--- src/rtl/multdiv_ctrl_pkg.sv ---
// Shared types and constants for the multi-cycle multiply/divide sequencer.
// Holds the FSM state encoding, datapath width and the iteration count.
package multdiv_ctrl_pkg;

    localparam int unsigned WIDTH = 32;
    localparam int unsigned ITER  = 32;

    typedef enum logic [2:0] {
        IDLE     = 3'd0,
        MULT_RUN = 3'd1,
        DIV_RUN  = 3'd2,
        DIV_FIX  = 3'd3,
        DONE     = 3'd4
    } state_e;

    typedef enum logic {
        OP_MUL = 1'b0,
        OP_DIV = 1'b1
    } op_e;

    // Two's-complement magnitude; 0x80000000 maps to itself, read as unsigned.
    function automatic logic [WIDTH-1:0] mag(input logic [WIDTH-1:0] v);
        return v[WIDTH-1] ? ('0 - v) : v;
    endfunction

endpackage

--- src/rtl/multdiv_step.sv ---
// One iteration of the shared 64-bit product/remainder register:
// Booth radix-2 add/sub + arithmetic shift, or restoring shift + trial subtract.
module multdiv_step
    import multdiv_ctrl_pkg::*;
#(
    parameter int WIDTH = 32
) (
    input  logic [2*WIDTH-1:0] acc_i,
    input  logic [WIDTH-1:0]   operand_i,
    input  logic               booth_i,
    input  op_e                mode_i,
    output logic [2*WIDTH-1:0] acc_o,
    output logic               booth_o
);

    logic [WIDTH:0]       hi_ext;
    logic [WIDTH:0]       op_ext;
    logic [WIDTH:0]       sum;
    logic [2*WIDTH-1:0]   shl;
    logic [WIDTH:0]       diff;

    always_comb begin
        acc_o   = acc_i;
        booth_o = booth_i;
        hi_ext  = {acc_i[2*WIDTH-1], acc_i[2*WIDTH-1:WIDTH]};
        op_ext  = {operand_i[WIDTH-1], operand_i};
        sum     = hi_ext;
        shl     = {acc_i[2*WIDTH-2:0], 1'b0};
        diff    = {1'b0, shl[2*WIDTH-1:WIDTH]} - {1'b0, operand_i};

        if (mode_i == OP_MUL) begin
            case ({acc_i[0], booth_i})
                2'b01:   sum = hi_ext + op_ext;
                2'b10:   sum = hi_ext - op_ext;
                default: sum = hi_ext;
            endcase
            // Sum kept at WIDTH+1 bits so the bit shifted in is the true sign.
            acc_o   = {sum, acc_i[WIDTH-1:1]};
            booth_o = acc_i[0];
        end else begin
            if (!diff[WIDTH]) begin
                acc_o = {diff[WIDTH-1:0], shl[WIDTH-1:1], 1'b1};
            end else begin
                acc_o = shl;
            end
        end
    end

endmodule

--- src/rtl/multdiv_ctrl.sv ---
// Multi-cycle signed MULT/DIV sequencer: latches operands on a start pulse,
// iterates 32 times, fixes up sign/overflow and emits a one-cycle ready strobe.
module multdiv_ctrl
    import multdiv_ctrl_pkg::*;
#(
    parameter int WIDTH = 32,
    parameter int CNT_W = 6
) (
    input  logic             clk,
    input  logic             clr,
    input  logic [WIDTH-1:0] data_operandA,
    input  logic [WIDTH-1:0] data_operandB,
    input  logic             ctrl_MULT,
    input  logic             ctrl_DIV,
    output logic [WIDTH-1:0] data_result,
    output logic             data_exception,
    output logic             data_resultRDY,
    output logic             busy
);

    localparam logic [WIDTH-1:0] MOST_NEG = {1'b1, {(WIDTH-1){1'b0}}};
    localparam logic [CNT_W-1:0] LAST_CNT = CNT_W'(ITER - 1);

    state_e             state_q;
    logic [CNT_W-1:0]   cnt_q;
    logic [2*WIDTH-1:0] p_q;
    logic [2*WIDTH-1:0] p_d;
    logic               booth_q;
    logic               booth_d;
    logic [WIDTH-1:0]   a_q;
    logic [WIDTH-1:0]   b_q;
    logic [WIDTH-1:0]   result_q;
    logic               exc_q;
    logic               rdy_q;
    logic               busy_q;

    op_e                mode;
    logic [WIDTH-1:0]   step_op;
    logic               mul_ovf;
    logic [WIDTH-1:0]   quot_fix;
    logic               div_ovf;

    assign mode    = (state_q == DIV_RUN) ? OP_DIV : OP_MUL;
    assign step_op = (mode == OP_DIV) ? mag(b_q) : a_q;

    multdiv_step #(
        .WIDTH(WIDTH)
    ) u_step (
        .acc_i    (p_q),
        .operand_i(step_op),
        .booth_i  (booth_q),
        .mode_i   (mode),
        .acc_o    (p_d),
        .booth_o  (booth_d)
    );

    always_comb begin
        mul_ovf  = (p_d[2*WIDTH-1:WIDTH] != {WIDTH{p_d[WIDTH-1]}});
        quot_fix = (a_q[WIDTH-1] ^ b_q[WIDTH-1]) ? ('0 - p_q[WIDTH-1:0]) : p_q[WIDTH-1:0];
        div_ovf  = (a_q == MOST_NEG) && (b_q == '1);
    end

    always_ff @(posedge clk or negedge clr) begin
        if (!clr) begin
            state_q  <= IDLE;
            cnt_q    <= '0;
            p_q      <= '0;
            booth_q  <= 1'b0;
            a_q      <= '0;
            b_q      <= '0;
            result_q <= '0;
            exc_q    <= 1'b0;
            rdy_q    <= 1'b0;
            busy_q   <= 1'b0;
        end else begin
            rdy_q <= 1'b0;
            // A start in any state, DONE included, restarts the sequencer.
            if (ctrl_MULT) begin
                a_q     <= data_operandA;
                b_q     <= data_operandB;
                p_q     <= {{WIDTH{1'b0}}, data_operandB};
                booth_q <= 1'b0;
                cnt_q   <= '0;
                busy_q  <= 1'b1;
                state_q <= MULT_RUN;
            end else if (ctrl_DIV) begin
                a_q     <= data_operandA;
                b_q     <= data_operandB;
                p_q     <= {{WIDTH{1'b0}}, mag(data_operandA)};
                booth_q <= 1'b0;
                cnt_q   <= '0;
                busy_q  <= 1'b1;
                state_q <= DIV_RUN;
            end else begin
                case (state_q)
                    MULT_RUN: begin
                        p_q     <= p_d;
                        booth_q <= booth_d;
                        if (cnt_q == LAST_CNT) begin
                            cnt_q    <= '0;
                            result_q <= p_d[WIDTH-1:0];
                            exc_q    <= mul_ovf;
                            rdy_q    <= 1'b1;
                            busy_q   <= 1'b0;
                            state_q  <= DONE;
                        end else begin
                            cnt_q <= cnt_q + CNT_W'(1);
                        end
                    end
                    DIV_RUN: begin
                        if (b_q == '0) begin
                            result_q <= '0;
                            exc_q    <= 1'b1;
                            rdy_q    <= 1'b1;
                            busy_q   <= 1'b0;
                            state_q  <= DONE;
                        end else begin
                            p_q <= p_d;
                            if (cnt_q == LAST_CNT) begin
                                cnt_q   <= '0;
                                state_q <= DIV_FIX;
                            end else begin
                                cnt_q <= cnt_q + CNT_W'(1);
                            end
                        end
                    end
                    DIV_FIX: begin
                        result_q <= quot_fix;
                        exc_q    <= div_ovf;
                        rdy_q    <= 1'b1;
                        busy_q   <= 1'b0;
                        state_q  <= DONE;
                    end
                    DONE: begin
                        state_q <= IDLE;
                    end
                    default: begin
                        state_q <= IDLE;
                    end
                endcase
            end
        end
    end

    assign data_result    = result_q;
    assign data_exception = exc_q;
    assign data_resultRDY = rdy_q;
    assign busy           = busy_q;

endmodule

--- config.mk ---
export PLATFORM = sky130hd
export DESIGN_NAME = multdiv_ctrl
export DESIGN_NICKNAME = d
export VERILOG_FILES = /design/src/rtl/multdiv_ctrl_pkg.sv /design/src/rtl/multdiv_step.sv /design/src/rtl/multdiv_ctrl.sv
export SDC_FILE = /design/constraint.sdc
export NUM_CORES = 1
export LEC_CHECK = 0
export ABC_AREA = 1
export BUFFER_PORTS_ARGS = -buffer_cell sky130_fd_sc_hd__buf_2
export CORE_ASPECT_RATIO = 0.7
export CORE_UTILIZATION = 40
export CTS_CLUSTER_SIZE = 10
export DETAILED_ROUTE_END_ITERATION = 10
export PLACE_DENSITY_LB_ADDON = 0.3
export SLEW_MARGIN = 20
export SYNTH_ARGS = -nofsm -noshare
export SYNTH_HDL_FRONTEND = slang
export SYNTH_SLANG_ARGS = --single-unit
--- constraint.sdc ---
create_clock -name clk -period 5.4 [get_ports clk]
set_clock_uncertainty 0.15 [all_clocks]
set_input_delay 1.62 -clock clk [delete_from_list [all_inputs] [get_ports clk]]
set_output_delay 1.62 -clock clk [all_outputs]
set_load 0.1 [all_outputs]
==> results_dict.tcl <==
set metrics [dict create \
    overflow 0 \
    syn_inst 2550 \
    yosys_most_used_dff "dfrtp_1" \
    ys_warn_count 0 \
    crit_slowest_cell "ha_1" \
    status "finished clean" \
    worst-r2r-setup-slack_ps 140 \
    routedWlPerCell_um 20.15 \
    drv_slew 0 \
    synth_seq_area_share 0.2656 \
    cp.required_ps 5600 \
    drv_cap 0 \
    synth_largest_area_cell "dfrtp_1" \
    antenna_found_initial 0 \
    globalRouteTotalUtil 0.3163 \
    reg2regPathDepth 39 \
    port_buffers 102 \
    end_kind "flop" \
    crit_buf_inv 6 \
    cts_tree "done" \
    placed_cells 3213 \
    ys_top_cells_by_area "dfrtp_1 (27%), nand2_1 (14%), o21ai_0 (7.7%)" \
    wirelength_um 65600 \
    slew_headroom 0.2772 \
    reg2reg_from "b_q[1]" \
    worst_slack_ps 144.1 \
    final_cells 3256 \
    first_global_vias 17230 \
    area_growth_pct 16.64 \
    die_w_um 243.3 \
    slowest_delay_ps 410 \
    final_hold_viol_count 0 \
    rows 61 \
    powerDensity_nw_per_um2 330.0 \
    grt_setup_unrepaired "yes" \
    synth_area_um2 16300 \
    cts-hold-fix-buffers 0 \
    yosys.cell_types.count 60 \
    clockBufferDepth 2 \
    hold_path_depth 2 \
    routabilityCongestion 0.9448 \
    initialDrtViolationCount 2034 \
    cp_max_fo 5 \
    avgSynthCellArea_um2 6.393 \
    synth-edff-count 0 \
    hold_path.class "reg2reg" \
    cts_root_buf "clkbuf_16" \
    critPathMostFrequentCell "nand2_1" \
    ir_drop_mv 0.3577 \
    dp_hpwl_um 51910 \
    period_share 0.9733 \
    whs_ps 341.8 \
    holdPathEnd "data_result[15]" \
    grt_max_degree 128 \
    ys_seq_elements 173 \
    crit_type "reg2reg" \
    regToRegEndpoint "data_exception" \
    die_h_um 170.9 \
    vias 18420 \
    min_period_ps 5256 \
    core_um2 39920 \
    cts_inserted_buffers 17 \
    start_util 0.4084 \
    first_pass_iters 6 \
    pre_cts_slack_ps -137.2 \
    post_dp_cell_area_um2 18060 \
    cpLargestDelayFamily "simple AND/OR/NAND/NOR gates" \
    drcViolationCount 0 \
    vias_per_cell 5.658 \
    finalSetupViolations 0 \
    tightest_slew_ps 1076 \
    crit_path_start_kind "flop" \
    ant_nets 0 \
    synth_top_area_frac 0.2656 \
    max_freq_mhz 190.3 \
    p_leak_nw 9.224 \
    dieArea_um2 41580 \
    grt_pass1_wl_um 101000 \
    min_from "data_result[15]" \
    io_pins 103 \
    drive_above_1_share 0.1489 \
    nets 2847 \
    async_reset_ff_frac 1.000 \
    synth_nets 2690 \
    stdcell_area_um2 19010 \
    clk-insertion-delay-late_ps 460 \
    fin_util 0.4764 \
    clk_pin_slew_ps 80 \
    clock_sinks 173 \
    cts_max_level 4 \
    cp_data_arrival_time_ps 5460 \
]
==> cell type report <==
class	count	area [um2]
fillers	4122	20900
multi-input cells	1959	10590
flip-flops and latches	173	4329
repair buffers	243	1628
inverters	313	1175
well taps	535	669.4
clock buffers	17	425.4
clock inverters	15	195.2
diodes	1	2.502
==> worst min-delay path, delay by kind of cell (launching register included) <==
family / cells / cell delay, ps
flops: 1 / 350
compound gates: 1 / 60
simple gates: 1 / 50
==> cells in the mapped netlist (7+ instances only) <==
cell      number
nand2_1      587
inv_1        289
nor2_1       262
o21ai_0      252
a21oi_1      185
nand3_1      182
dfrtp_1      173
clkbuf_1      74
xor2_1        73
ha_1          70
o22ai_1       47
o211ai_1      45
nand4_1       44
nor3_1        31
inv_2         19
xnor2_1       19
nor4_1        16
buf_2         15
a31oi_1       13
o21bai_1      11
nand3_2       10
or2_2         10
buf_1          9
nand2_2        9
o221ai_1       9
a21o_1         7
a22oi_1        7
==> cell families (layout without fill, tap and decap cells) <==
family / after synthesis / in the layout / share of synthesized area
AOI/OAI and AO/OA: 612 / 612 / 0.2125
xor gates and xnor gates: 92 / 92 / 0.04943
adders and majority gates: 72 / 72 / 0.05618
buffers and inverters: 418 / 588 / 0.1004
DFF: 173 / 173 / 0.2656
other: 0 / 1 / 0
and+or+nand+nor: 1183 / 1183 / 0.3159
==> cells in the final DEF (no fill, tap or decap), types with 8 or more instances in the layout <==
cell type / synthesis / layout
a21oi_1: 185 / 177
a31oi_1: 13 / 12
buf_2: 15 / 101
buf_4: 1 / 134
clkbuf_16: 0 / 17
dfrtp_1: 173 / 173
ha_1: 70 / 67
inv_1: 289 / 283
inv_2: 19 / 25
nand2_1: 587 / 580
nand2_2: 9 / 16
nand3_1: 182 / 173
nand3_2: 10 / 18
nand4_1: 44 / 44
nor2_1: 262 / 253
nor2_2: 6 / 13
nor3_1: 31 / 28
nor4_1: 16 / 15
o211ai_1: 45 / 45
o21ai_0: 252 / 249
o21ai_2: 6 / 8
o21bai_1: 11 / 10
o221ai_1: 9 / 8
o22ai_1: 47 / 47
or2_2: 10 / 10
xnor2_1: 19 / 19
xor2_1: 73 / 73
==> metal layers <==
layer	vias to the layer above	track usage	part of all wire	routed length [um]
li1	8864	-	-	-
met1	8681	0.4780	0.49	32330
met2	826	0.4292	0.38	25060
met3	52	0.1046	0.11	7414
met4	0	0.05715	0.012	796
met5	-	0	0	0
==> registers in the layout, indices dropped and copies added (netlist names) <==
register        cells
data_exception      1
a_q                32
busy                1
cnt_q               6
state_q             3
data_result        32
data_resultRDY      1
b_q                32
booth_q             1
p_q                64
==> worst max path at each step <==
stage	to	slack, ps	from	cells after the start
2_1_floorplan	data_exception	600	b_q[0]	35
3_3_place_gp	data_exception	-60	b_q[0]	35
3_5_place_dp	data_exception	-140	b_q[0]	35
4_1_cts	data_exception	3	b_q[0]	37
5_1_grt	data_exception	-170	b_q[1]	36
6_report	data_exception	140	b_q[1]	39
==> repair_timing <==
action | 4_1_cts | 5_1_grt
hold endpoints to repair | 0 | 0
pin swaps | 1 | 21
gates resized for setup | 2 | 64
buffers inserted | 1 | 9
endpoints found under the setup margin | 1 | 5
==> metrics by stage <==
step                TNS [ps]  total power, mW
floorplan                  0            3.856
global placement      -61.60            4.782
detailed placement    -137.2            4.794
CTS                        0            6.163
global route          -166.8            6.621
finish                     0            6.275
==> report_power, final <==
| part | internal (mW) | switching [mW] | total (mW) |
|---|---|---|---|
| logic | 0.927 | 2.31 | 3.23 |
| registers | 1.48 | 0.196 | 1.68 |
| clock network | 0.710 | 0.654 | 1.36 |
| total | 3.12 | 3.16 | 6.27 |
Power figures use the tool's default switching activity.
